### config.mk
export PLATFORM = sky130hd
export DESIGN_NAME = h_pfn_tracker
export DESIGN_NICKNAME = d
export VERILOG_FILES = /design/src/rtl/h_pfn_pkg.sv /design/src/rtl/h_pfn_filter.sv /design/src/rtl/h_pfn_tracker.sv
export SDC_FILE = /design/constraint.sdc
export NUM_CORES = 1
export LEC_CHECK = 0
export ABC_CLOCK_PERIOD_IN_PS = 8000
export CORE_ASPECT_RATIO = 0.9
export CORE_MARGIN = 5
export CORE_UTILIZATION = 57
export CTS_BUF_LIST = sky130_fd_sc_hd__clkbuf_4 sky130_fd_sc_hd__clkbuf_8
export DETAILED_ROUTE_END_ITERATION = 16
export GPL_ROUTABILITY_DRIVEN = 0
export PLACE_DENSITY = 0.8
export SLEW_MARGIN = 40
export SYNTH_ARGS = -nofsm -noshare
export SYNTH_HDL_FRONTEND = slang
export SYNTH_SLANG_ARGS = --single-unit
### constraint.sdc
create_clock -name clk -period 8 [get_ports clk]
set_clock_uncertainty 0.05 [all_clocks]
set_input_delay 1.2 -clock clk [delete_from_list [all_inputs] [get_ports clk]]
set_output_delay 1.2 -clock clk [all_outputs]
set_load 0.05 [all_outputs]
### src/rtl/h_pfn_pkg.sv
// Shared definitions for the host PFN path: page geometry, PFN type and
// default filter size. The PFN buffer imports the same package.
package h_pfn_pkg;

  localparam int PAGE_SHIFT_DEF   = 12;
  localparam int PFN_WIDTH_DEF    = 32;
  localparam int FILTER_DEPTH_DEF = 8;

  typedef logic [PFN_WIDTH_DEF-1:0] pfn_t;

endpackage : h_pfn_pkg

### src/rtl/h_pfn_filter.sv
// Recently-seen PFN filter: small fully-associative CAM with FIFO
// replacement. Lookup is combinational on current contents; insert and
// flush take effect on the next edge, flush winning over insert.
module h_pfn_filter
  import h_pfn_pkg::*;
#(
  parameter int PFN_WIDTH    = PFN_WIDTH_DEF,
  parameter int FILTER_DEPTH = FILTER_DEPTH_DEF
) (
  input  logic                          clk,
  input  logic                          reset_n,
  input  logic [PFN_WIDTH-1:0]          lookup_pfn,
  input  logic                          insert,
  input  logic [PFN_WIDTH-1:0]          insert_pfn,
  input  logic                          flush,
  output logic                          hit,
  output logic [$clog2(FILTER_DEPTH):0] occ
);

  localparam int PTR_W = $clog2(FILTER_DEPTH);
  localparam int OCC_W = PTR_W + 1;

  logic [PFN_WIDTH-1:0]    entry [FILTER_DEPTH];
  logic [FILTER_DEPTH-1:0] valid;
  logic [PTR_W-1:0]        ptr;

  // Match lookup PFN against every valid entry
  always_comb begin
    hit = 1'b0;
    for (int i = 0; i < FILTER_DEPTH; i++) begin
      if (valid[i] && (entry[i] == lookup_pfn)) hit = 1'b1;
    end
  end

  // Valid bits, FIFO pointer and saturating occupancy
  always_ff @(posedge clk or negedge reset_n) begin
    if (!reset_n) begin
      valid <= '0;
      ptr   <= '0;
      occ   <= '0;
    end else if (flush) begin
      valid <= '0;
      ptr   <= '0;
      occ   <= '0;
    end else if (insert) begin
      valid[ptr] <= 1'b1;
      ptr        <= ptr + PTR_W'(1);
      if (occ != OCC_W'(FILTER_DEPTH)) occ <= occ + OCC_W'(1);
    end
  end

  // Entry storage; contents are meaningless until the valid bit is set
  always_ff @(posedge clk) begin
    if (insert) entry[ptr] <= insert_pfn;
  end

endmodule : h_pfn_filter

### src/rtl/h_pfn_tracker.sv
// Host PFN tracker: samples request addresses, converts to PFNs, filters
// recent repeats and emits one write per new PFN. Keeps saturating
// duplicate / out-of-range / overflow-drop counters for the CSR block.
module h_pfn_tracker
  import h_pfn_pkg::*;
#(
  parameter int ADDR_WIDTH   = 64,
  parameter int PAGE_SHIFT   = PAGE_SHIFT_DEF,
  parameter int PFN_WIDTH    = PFN_WIDTH_DEF,
  parameter int FILTER_DEPTH = FILTER_DEPTH_DEF,
  parameter int CNT_WIDTH    = 32
) (
  input  logic                          clk,
  input  logic                          reset_n,
  input  logic                          req_valid,
  input  logic [ADDR_WIDTH-1:0]         req_addr,
  input  logic                          req_is_write,
  input  logic                          track_en,
  input  logic                          track_wr_only,
  input  logic                          filter_flush,
  input  logic                          wr_idx_rst,
  input  logic                          wr_overflow,
  output logic                          pfn_wr_en,
  output logic [PFN_WIDTH-1:0]          pfn_addr_o,
  output logic [CNT_WIDTH-1:0]          dup_cnt,
  output logic [CNT_WIDTH-1:0]          oob_cnt,
  output logic [CNT_WIDTH-1:0]          drop_cnt,
  output logic [$clog2(FILTER_DEPTH):0] filter_occ
);

  localparam int PFN_TOP = PAGE_SHIFT + PFN_WIDTH;

  function automatic logic [CNT_WIDTH-1:0] sat_inc(input logic [CNT_WIDTH-1:0] v);
    return (&v) ? v : v + CNT_WIDTH'(1);
  endfunction

  logic                 accept;
  logic                 oob_req;
  logic                 vld_p0, vld_p1;
  logic                 oob_p0, oob_p1;
  logic [PFN_WIDTH-1:0] pfn_p0, pfn_p1;
  logic [PFN_WIDTH-1:0] pfn_hold;
  logic                 hit, emit, insert, flush;
  logic                 unused_page_offset;

  assign accept             = req_valid & track_en & (~track_wr_only | req_is_write);
  assign oob_req            = |(req_addr >> PFN_TOP);
  assign unused_page_offset = ^req_addr[PAGE_SHIFT-1:0];

  // S0: capture accepted request
  always_ff @(posedge clk or negedge reset_n) begin
    if (!reset_n) begin
      vld_p0 <= 1'b0;
      vld_p1 <= 1'b0;
    end else begin
      vld_p0 <= accept;
      vld_p1 <= vld_p0;
    end
  end

  // S0/S1 data, qualified by vld_p0/vld_p1
  always_ff @(posedge clk) begin
    pfn_p0 <= req_addr[PFN_TOP-1:PAGE_SHIFT];
    oob_p0 <= oob_req;
    pfn_p1 <= pfn_p0;
    oob_p1 <= oob_p0;
  end

  // S1: decide emit, lookup and insert happen in the same cycle
  assign emit      = vld_p1 & ~oob_p1 & ~hit;
  assign insert    = emit & ~wr_overflow;
  assign flush     = filter_flush | wr_idx_rst;
  assign pfn_wr_en = emit;
  assign pfn_addr_o = emit ? pfn_p1 : pfn_hold;

  h_pfn_filter #(
    .PFN_WIDTH    (PFN_WIDTH),
    .FILTER_DEPTH (FILTER_DEPTH)
  ) u_filter (
    .clk        (clk),
    .reset_n    (reset_n),
    .lookup_pfn (pfn_p1),
    .insert     (insert),
    .insert_pfn (pfn_p1),
    .flush      (flush),
    .hit        (hit),
    .occ        (filter_occ)
  );

  // Last emitted PFN so the buffer address stays stable between writes
  always_ff @(posedge clk or negedge reset_n) begin
    if (!reset_n)  pfn_hold <= '0;
    else if (emit) pfn_hold <= pfn_p1;
  end

  // Statistics counters, saturating, cleared only by reset
  always_ff @(posedge clk or negedge reset_n) begin
    if (!reset_n) begin
      dup_cnt  <= '0;
      oob_cnt  <= '0;
      drop_cnt <= '0;
    end else if (vld_p1) begin
      if (oob_p1)           oob_cnt  <= sat_inc(oob_cnt);
      else if (hit)         dup_cnt  <= sat_inc(dup_cnt);
      else if (wr_overflow) drop_cnt <= sat_inc(drop_cnt);
    end
  end

endmodule : h_pfn_tracker
; ---- After elaboration in Yosys (flattened, before gate mapping)
; Memories as Yosys holds them, arrays and structs flattened.
; Cells that the tools add are included.
[totals]
romBits = 0
mem_bits_rw = 256
latchBits = 0
register_bits = 211
output_inout_bits = 133
elab_cells = 84
n_memories = 1
[op_classes]
n_div = 0
eq_ne = 9
n_reduce_logical = 19
n_lt_le_gt_ge = 2
mul = 0
mux = 20
n_addsub = 5
n_bitwise = 15
shift = 0
[mem_list]
columns = memory, depth, width, rd, rd_ports_with_merged_regs, wr, line
row1 = u_filter.entry, 8, 32, 8, 0, 1, h_pfn_filter.sv:23  ; logic [PFN_WIDTH-1:0] entry [FILTER_DEPTH];
[op_table]
columns = operator, n
row1 = 32-bit equality test, 8
row2 = 32-bit by 1-bit adder with 32-bit output (second input constant), 3
row3 = 32-bit AND reduction, 3
row4 = 32-bit two-way mux, 1
row5 = 20-bit OR reduction, 1
row6 = 8-bit two-way mux, 2
row7 = 4-bit two-way mux, 3
row8 = 1-bit two-way mux, 11
row9 = 1-bit logical AND, 9
row10 = 8-bit OR, 1
row11 = 1-bit NOT, 7
row12 = 3-bit two-way mux, 2
row13 = 1-bit AND, 5
row14 = 5-bit AND reduction, 1
row15 = 4-bit by 1-bit adder with 4-bit output (second input constant), 1
row16 = 3-bit by 4-bit < comparator with 1-bit output (second input constant), 1
row17 = 4-bit inequality test (second input constant), 1
row18 = 4-bit AND reduction, 1
row19 = 2-bit nonzero test, 2
row20 = 3-bit by 1-bit adder with 3-bit output (second input constant), 1
row21 = 1-bit demux with 3-bit select, 1
row22 = 3-bit by 1-bit greater-or-equal comparator with 1-bit output (second input constant), 1
row23 = 3-bit AND reduction, 1
row24 = 1-bit OR, 2
row25 = 2-bit AND reduction, 1

; ---- Depth between registers and ports, before layout
; Gate-level depths: netlist of run 1.
[logic_depth]
ltp_word = 15
depth_mapped = 12
depth_no_buf = 9

; ---- By module
; Synthesis of run 1 repeated with hierarchy kept, for this count alone.
[hier_totals]
hier_cells = 1303
hier_area_um2 = 18819.3
[by_module_without_submodules]
columns = module, instances, seq_area_each_um2, cells_each, area_per_inst_um2
row1 = h_pfn_filter, 1, 8062.7, 708, 11497.3
row2 = h_pfn_tracker, 1, 4574.4, 595, 7322.0

; ---- Worst setup path before layout of run 1
; No wires, ideal clock.
[synth_timing]
path_kind = reg2reg
startpoint = register pfn_p1[3]
endpoint = memory u_filter.entry[0][0] (netlist name) (enable)
slack_ns = 2.271
period_less_slack_ns = 5.729
stages_incl_launch_ff = 12
arrival_ns = 5.178
setup_ns = 0.502
path_cell_list = dfxtp_1 -> buf_4 -> xor2_1 -> nor4_1 -> nand4_1 -> nor4_1 -> or4_4 -> or3_1 -> buf_6 -> inv_1 -> nand2_1 -> nor4_1
[synth_via]
elab_chain_cells = 15
word_cells_on_any_way = 29
classes_between = eq/ne: 8 / mux: 10 / bitwise: 3 / reduce/logical: 8
[synth_lines]
columns = item, line
row1 = start: declaration, h_pfn_tracker.sv:41  ; logic [PFN_WIDTH-1:0] pfn_p0, pfn_p1;
row2 = start signal: assignment, h_pfn_tracker.sv:65  ; pfn_p1 <= pfn_p0;
row3 = 32-bit equality test, h_pfn_filter.sv:31  ; if (valid[i] && (entry[i] == lookup_pfn)) hit = 1'b1;
row4 = 1-bit logical AND, h_pfn_filter.sv:31
row5 = 1-bit two-way mux (7 in series), h_pfn_filter.sv:31
row6 = 1-bit two-way mux (*), h_pfn_filter.sv:31
row7 = 1-bit NOT (no source line) (*), -
row8 = 1-bit AND (*), h_pfn_tracker.sv:70  ; assign emit = vld_p1 & ~oob_p1 & ~hit;
row9 = 1-bit AND (*), h_pfn_tracker.sv:71  ; assign insert = emit & ~wr_overflow;
row10 = 1-bit two-way mux (*), h_pfn_filter.sv:54  ; if (insert) entry[ptr] <= insert_pfn;
row11 = 1-bit two-way mux (not written as such) (*), h_pfn_filter.sv:54
row12 = end: declaration, h_pfn_filter.sv:23
; Every way passes the cells marked *; elsewhere a longest branch is shown, timed or not.

; ---- Final worst setup path of run 1
[layout_timing]
startpoint = register pfn_p1[21]
endpoint = output pfn_wr_en
[layout_via]
elab_chain_cells = 12
word_cells_on_any_way = 26
classes_between = eq/ne: 8 / mux: 8 / bitwise: 2 / reduce/logical: 8
[layout_lines]
columns = item, line
row1 = 32-bit equality test, h_pfn_filter.sv:31
row2 = 1-bit logical AND, h_pfn_filter.sv:31
row3 = 1-bit two-way mux (7 in series), h_pfn_filter.sv:31
row4 = 1-bit two-way mux (*), h_pfn_filter.sv:31
row5 = 1-bit NOT (no source line) (*), -
row6 = 1-bit AND (*), h_pfn_tracker.sv:70
row7 = end: declaration, h_pfn_tracker.sv:23  ; output logic pfn_wr_en,
; Marks and branches as above.

==> results.md, run 1 <==
- Netlist Area Pre-Place: 18900 um^2
- Die width: 202 um
- Final hold vios: 0
- Initial antenna violation count: 0
- Drt wl/cell: 20.2 um
- Worst Reg2Reg Path Length in Cells: 11
- Drt first pass iters: 5
- Register area share after synthesis: 66.7%
- H-tree levels: 3
- Tcrit/Tclk final: 76.8%
- Largest net degree at the start of global routing: 75
- Status: complete, no violations
- Crit path from: pfn_p1[21]$_DFF_P_
- Max Fclk: 163 MHz
- Synthesized instance count: 1316
- Final Max Tran Viols: 0
- Dominant synthesized flop cell: edfxtp_1
- Antenna Cells: 0
- CTS root buffer: clkbuf_8
- Data arrival, critical path: 4900 ps
- Share of layout cells above drive strength 1: 14.3%
- Synth-to-Final Area Change: 20.6%
- Post-route DRC: 0
- Post-synthesis register bit count: 467
- Cells along the critical path: buf_4, xor2_1, nor4_1, nand3_1, nor3_1, or4_4, or3_4, buf_12, inv_1, clkdlybuf4s50_1
- Critical path peak fanout: 37
- Worst slew margin: 44.1%
- Worst hold stages: 0
- CP Depth: 10
- WP buf/inv: 4
- Number of global-route vias before repair: 11500
- Clock buffers created by TritonCTS: 74
- Core area: 32900 um^2
- Mean Syn Cell Area: 14.4 um^2
- Synthesis Warnings: 0
- Largest family of logic cells by synthesized area: XOR/XNOR gates
- Post-synth net total: 1395
- Post-synth EDFFs: 256
- Site Rows: 63
- Final setup fails: 0
- Fin crit period: 6150 ps
- Ports: 206
- Die Ht: 183 um
- CTS Sinks: 467
- Setup Buffers After CTS: 0
- Top cells by area, synth: edfxtp_1, dfrtp_1, xor2_1, dfxtp_1, xnor2_1
- Crit path launch type: flip-flop
- DIE AREA: 37000 um^2
- Async SR Flop Fraction: 31.0%
- Hold buffer count at CTS: 0
- R2r endpoint: u_filter.entry[1][18]$_DFFE_PP_
- CP endpoint kind: output port
- Placed Cells: 1909
- Pwr Density: 215 nW/um^2
- Post-Synth Simple-Gate Area: 11.1%
- Compound-Gate Fraction of Synth Area: 1.26%
- Post-cts resize count: 0
- CP max-delay cell: clkdlybuf4s50_1
- Clk_lat worst skew: 600 ps
- Longest Clk Path Bufs: 3
- Setup tns final: 0 ps
- R2R Setup Slk: 3190 ps
- Starting Density: 57.6%
- Total GRT Usage: 22.4%
- Crit-path leading delay family: buffers and inverters
- Nets: 1642
- Post-Route WL: 41300 um
- Synth unique cells: 47
- Worst setup path end: pfn_wr_en
- Worst R2R Start: pfn_p1[21]$_DFF_P_
- Max-cap violations: 0
- Leakage dissipation: 0.00866 uW
- Hold crit path type: flip-flop to flip-flop
- Critical path data required time: 6750 ps
- VDD IR max: 0.176 mV
- Total gr overflow: 0
- Worst-margin pin slew: 838 ps
- Cell type with the largest total area after synthesis: edfxtp_1
- Post-Synth XOR/XNOR Area: 15.8%
- Final cell count without fillers: 2043
- Worst-path clk slew: 60 ps
- Final hold slack: 275 ps
- CP max stage delay: 910 ps
- Vias/cell: 5.56
- Mux share of post-synthesis cell area: 2.02%
- Post-route ant nets: 0
- Iteration-0 DRC Markers: 630
- Critical path type: flip-flop to output port
- Global-route wire length before repair: 65100 um
- Final HPWL DP: 26700 um
- IO buf count: 193
- Vias after detailed routing: 11400
- RSZ-0062 raised after global routing: false
- CTS tree: built
- Yosys top cell area share: 40.6%
- Post-synthesis adder-cell area fraction: 0.396%
worst min path at each step:
| stage | slack [ps] | end | from |
|---|---|---|---|
| 2_1_floorplan | 260 | oob_p1$_DFF_P_ | oob_p0$_DFF_P_ |
| 3_3_place_gp | 260 | pfn_p1[26]$_DFF_P_ | pfn_p0[26]$_DFF_P_ |
| 3_5_place_dp | 260 | pfn_p1[30]$_DFF_P_ | pfn_p0[30]$_DFF_P_ |
| 4_1_cts | 270 | pfn_p1[30]$_DFF_P_ | pfn_p0[30]$_DFF_P_ |
| 5_1_grt | 280 | pfn_p1[6]$_DFF_P_ | pfn_p0[6]$_DFF_P_ |
| 6_report | 270 | pfn_p1[31]$_DFF_P_ | pfn_p0[31]$_DFF_P_ |
placed cells by master, fill, tap and decap left out, types with 7 or more instances in the layout:
master           instances
dfxtp_2                 11
xor2_1                 198
xnor2_1                141
edfxtp_1               256
clkbuf_8                84
clkdlybuf4s50_1        192
nor2_1                  21
dfxtp_1                 55
mux2_2                  33
nand3_1                 55
or3_1                   13
dfrtp_1                145
and3_1                  21
nand4_1                 51
and4_1                  12
clkbuf_4                39
inv_1                   22
nor3_1                  30
nor4_1                  58
o21a_1                   7
buf_4                   30
nand2_1                 53
registers in the layout, summed over array words and instances (netlist names):
signal and count:
dup_cnt 32, vld_p1 1, u_filter.occ 4, oob_cnt 32, u_filter.entry 256, pfn_p0 32, pfn_hold 32, drop_cnt 32
pfn_p1 32, u_filter.ptr 3, u_filter.valid 8, oob_p0 1, vld_p0 1, oob_p1 1
layer usage:
metal  share of wire, %  track usage, %  vias up  routed length, um
li1                   -               -     5250                  -
met1                 43            30.6     5643              17700
met2                 47            36.3      399              19600
met3                7.0            4.90       74               2900
met4                2.5            7.44        0               1050
met5                  0               0        -                  0
layout make-up:
type	instances	area [um^2]
inverter	22	82.6
sequential	467	12700
clock inverter	11	66.3
timing repair buffer	225	2190
clock buffer	123	1450
multi-input combinational	773	5870
fill	2263	10000
tap	422	528
power by group:
part | total, uW | leakage [uW] | switching (uW) | internal (uW)
clock network | 2020 | 0.000806 | 878 | 1140
logic | 251 | 0.00299 | 148 | 103
registers | 2630 | 0.00486 | 60.0 | 2570
total | 4900 | 0.00866 | 1090 | 3820
cells by family after synthesis:
group,count (synthesis)
flops,467
simple gates,360
xor+xnor,340
buf+inv,76
mux,34
compound gates,33
fa+ha+maj,6
cells in the mapped netlist, types with 13 or more instances:
library cell  count
dfrtp_1         145
and3_1           21
or3_1            14
nand2_1          53
xor2_1          198
and4_1           13
inv_1            22
nor4_1           59
nand4_1          51
buf_6            24
xnor2_1         141
edfxtp_1        256
dfxtp_1          66
mux2_2           33
nand3_1          55
nor3_1           34
nor2_1           22
per-stage QoR:
stage | util, % | worst slack [ps] | area, um^2 | total power [uW]
final | 69.5 | 1850 | 22800 | 4900
after floorplan | - | 2270 | 18900 | 2810
after CTS | 69.4 | 1770 | 22800 | 4960
after global routing | 69.5 | 1680 | 22800 | 5100
after detailed placement | 64.8 | 2440 | 21300 | 2930
after global placement | 64.6 | 2130 | 21300 | 2920
Note: power is estimated with default switching activity, not from simulation.
==> run 2: changes to the inputs <==
Settings changed: ABC_CLOCK_PERIOD_IN_PS 8000 to 5710.
Clock period 8 ns to 5.71 ns, I/O delays scaled along.
==> run 2 against run 1 <==
Effect of this change: die area unchanged; clock-buffer cell count shrank 12; largest power group unchanged; global-route usage rose by 0.10 points; first-iteration DRC count rose by 17%; largest cell class unchanged; non-clock buffer count rose by 29; wire length rose by 1.4%; worst hold slack worse by 150 ps; core utilization is 0.32 points higher; register-to-register slack got worse by 1900 ps; power up 38%.
==> results.md, run 2 (same netlist as run 1, synthesis figures left out) <==
- Status: complete, no violations
- Post-route DRC: 0 (unchanged)
- Leakage dissipation: 0.00875 uW (+1.1%)
- Die width: 202 um (unchanged)
- Total gr overflow: 0 (unchanged)
- Final cell count without fillers: 2065 (+1.1%)
- Core area: 32900 um^2 (unchanged)
- Clock buffers created by TritonCTS: 72 (-2.7%)
- Max Fclk: 187 MHz
- Most common cell on crit path: nand4_1
- Post-cts resize count: 0 (unchanged)
- Longest Clk Path Bufs: 3 (unchanged)
- Max-cap violations: 0 (unchanged)
- Largest net degree at the start of global routing: 101 (+35%)
- Final setup fails: 0 (unchanged)
- Hold crit path type: input pin to asynchronous set/reset pin
- Post-Route WL: 41800 um (+1.4%)
- Setup tns final: 0 ps (unchanged)
- Drt wl/cell: 20.3 um (+0.33%)
- CP max-delay cell: dfxtp_1
- Post-route ant nets: 0 (unchanged)
- Synth-to-Final Area Change: 21.1%
- Largest register FFs: 256 (unchanged)
- Antenna Cells: 0 (unchanged)
- Most common cell after layout, fill and taps aside: edfxtp_1
- Drt first pass iters: 7 (+2)
- Number of global-route vias before repair: 11600 (+1.0%)
- Critical path data required time: 4800 ps (-1950 ps)
- Crit path from: pfn_p1[2]$_DFF_P_
- CTS tree: built
- VDD IR max: 0.244 mV (+38%)
- Largest Register: u_filter.entry
- Vias after detailed routing: 11500 (+1.5%)
- Tcrit/Tclk final: 93.5%
- Crit-path leading delay family: simple AND/OR/NAND/NOR gates
- Die Ht: 183 um (unchanged)
- Total GRT Usage: 22.5% (+0.10 points)
- Setup Buffers After CTS: 0 (unchanged)
- CTS Sinks: 467 (unchanged)
- RSZ-0062 raised after global routing: false
- CP max stage delay: 830 ps (-80 ps)
- WP buf/inv: 1 (-3)
- CTS root buffer: clkbuf_8
- Most frequent cells in the layout: edfxtp_1, xor2_1, clkdlybuf4s50_1, dfrtp_1, xnor2_1
- Starting Density: 57.6% (unchanged)
- Worst slew margin: 41.8% (-2.3 points)
- CP endpoint kind: output port
- Final hold vios: 0 (unchanged)
- Site Rows: 63 (unchanged)
- Ports: 206 (unchanged)
- Final Max Tran Viols: 0 (unchanged)
- Nets: 1669 (+1.6%)
- Pwr Density: 294 nW/um^2 (+37%)
- Critical path type: flip-flop to output port
- Cells along the critical path: xor2_1, nor4_1, nand4_1, or3_1, nand4_1, or3_4, mux2_2, clkdlybuf4s50_1
- Initial antenna violation count: 1 (+1)
- Fin crit period: 5340 ps
- Worst-margin pin slew: 871 ps (+33.4 ps)
- Fillers: 2223 (-1.8%)
- Data arrival, critical path: 4430 ps (-470 ps)
- Global-route wire length before repair: 65500 um (+0.64%)
- Critical path peak fanout: 41 (+11%)
- DIE AREA: 37000 um^2 (unchanged)
- Iteration-0 DRC Markers: 740 (+17%)
- Final HPWL DP: 27700 um (+3.7%)
- Share of layout cells above drive strength 1: 14.8% (+0.48 points)
- Placed Cells: 1937 (+1.5%)
- H-tree levels: 3 (unchanged)
- Crit path launch type: flip-flop
- Hold buffer count at CTS: 0 (unchanged)
- Vias/cell: 5.58 (+0.37%)
- Worst R2R Start: pfn_p1[13]$_DFF_P_
- Worst-path clk slew: 70 ps (about the same)
- IO buf count: 193 (unchanged)
- Clk_lat worst skew: 600 ps (about the same)
[run 2: changes by cell type in the layout (fill, tap and decap cells not counted), moves of 5 or more]
cell	change
buf_4	+33
dfxtp_1	+9
dfxtp_2	-9
clkbuf_4	-7
clkbuf_8	-5
clkinv_1	+5
[run 2: report_power, final]
group	total [uW]	switching (uW)	internal [uW]
clock network	2700	1220	1480
logic	378	221	156
registers	3670	73.6	3600
[run 2: cell type report]
class / count / area (um^2) / share of cell area [%]
Clock buffer: 111 / 1330 / 5.79
Clock inverter: 16 / 78.8 / 0.344
Inverter: 22 / 82.6 / 0.360
Multi-Input combinational cell: 773 / 5870 / 25.6
Sequential cell: 467 / 12600 / 55.1
Tap cell: 422 / 528 / 2.30
Timing Repair Buffer: 254 / 2410 / 10.5
[run 2: layer usage]
metal	routed length, um	track usage (%)	up-vias
li1	-	-	5301
met1	17700	30.4	5716
met2	20300	37.2	432
met3	2790	4.53	80
met4	1070	7.41	2
met5	13	0	-
[run 2: worst paths after layout]
kind                       cells past startpoint                              end  slack, ps
max                                            8                    pfn_addr_o[2]        370
min                                            1    u_filter.valid[3]$_DFFE_PN0P_        120
max reg2reg                                   10  u_filter.entry[1][16]$_DFFE_PP_       1320
min reg2reg                                    0               pfn_p1[31]$_DFF_P_        270
max in group asynchronous                      2          oob_cnt[24]$_DFFE_PN0P_       4460
min in group clk                               0               pfn_p1[31]$_DFF_P_        270
[run 2: worst register-to-register path, delay by kind of cell (launching register included)]
family        cells  cell delay, ps
flops             1             740
simple gates      6            2050
xor+xnor          1             320
buf+inv           3             870
[run 2: per-stage QoR]
stage / power [uW] / util, % / hold WS (ps) / cell area, um^2 / setup WS [ps]
after floorplan: 3930 / - / 260 / 18900 / 868
after detailed placement: 4120 / 65.4 / 262 / 21500 / 947
final: 6750 / 69.8 / 121 / 22900 / 374
after CTS: 6820 / 69.6 / 269 / 22900 / 287
after global placement: 4110 / 65.3 / 261 / 21500 / 821
after global routing: 7020 / 69.8 / 118 / 22900 / 88.8
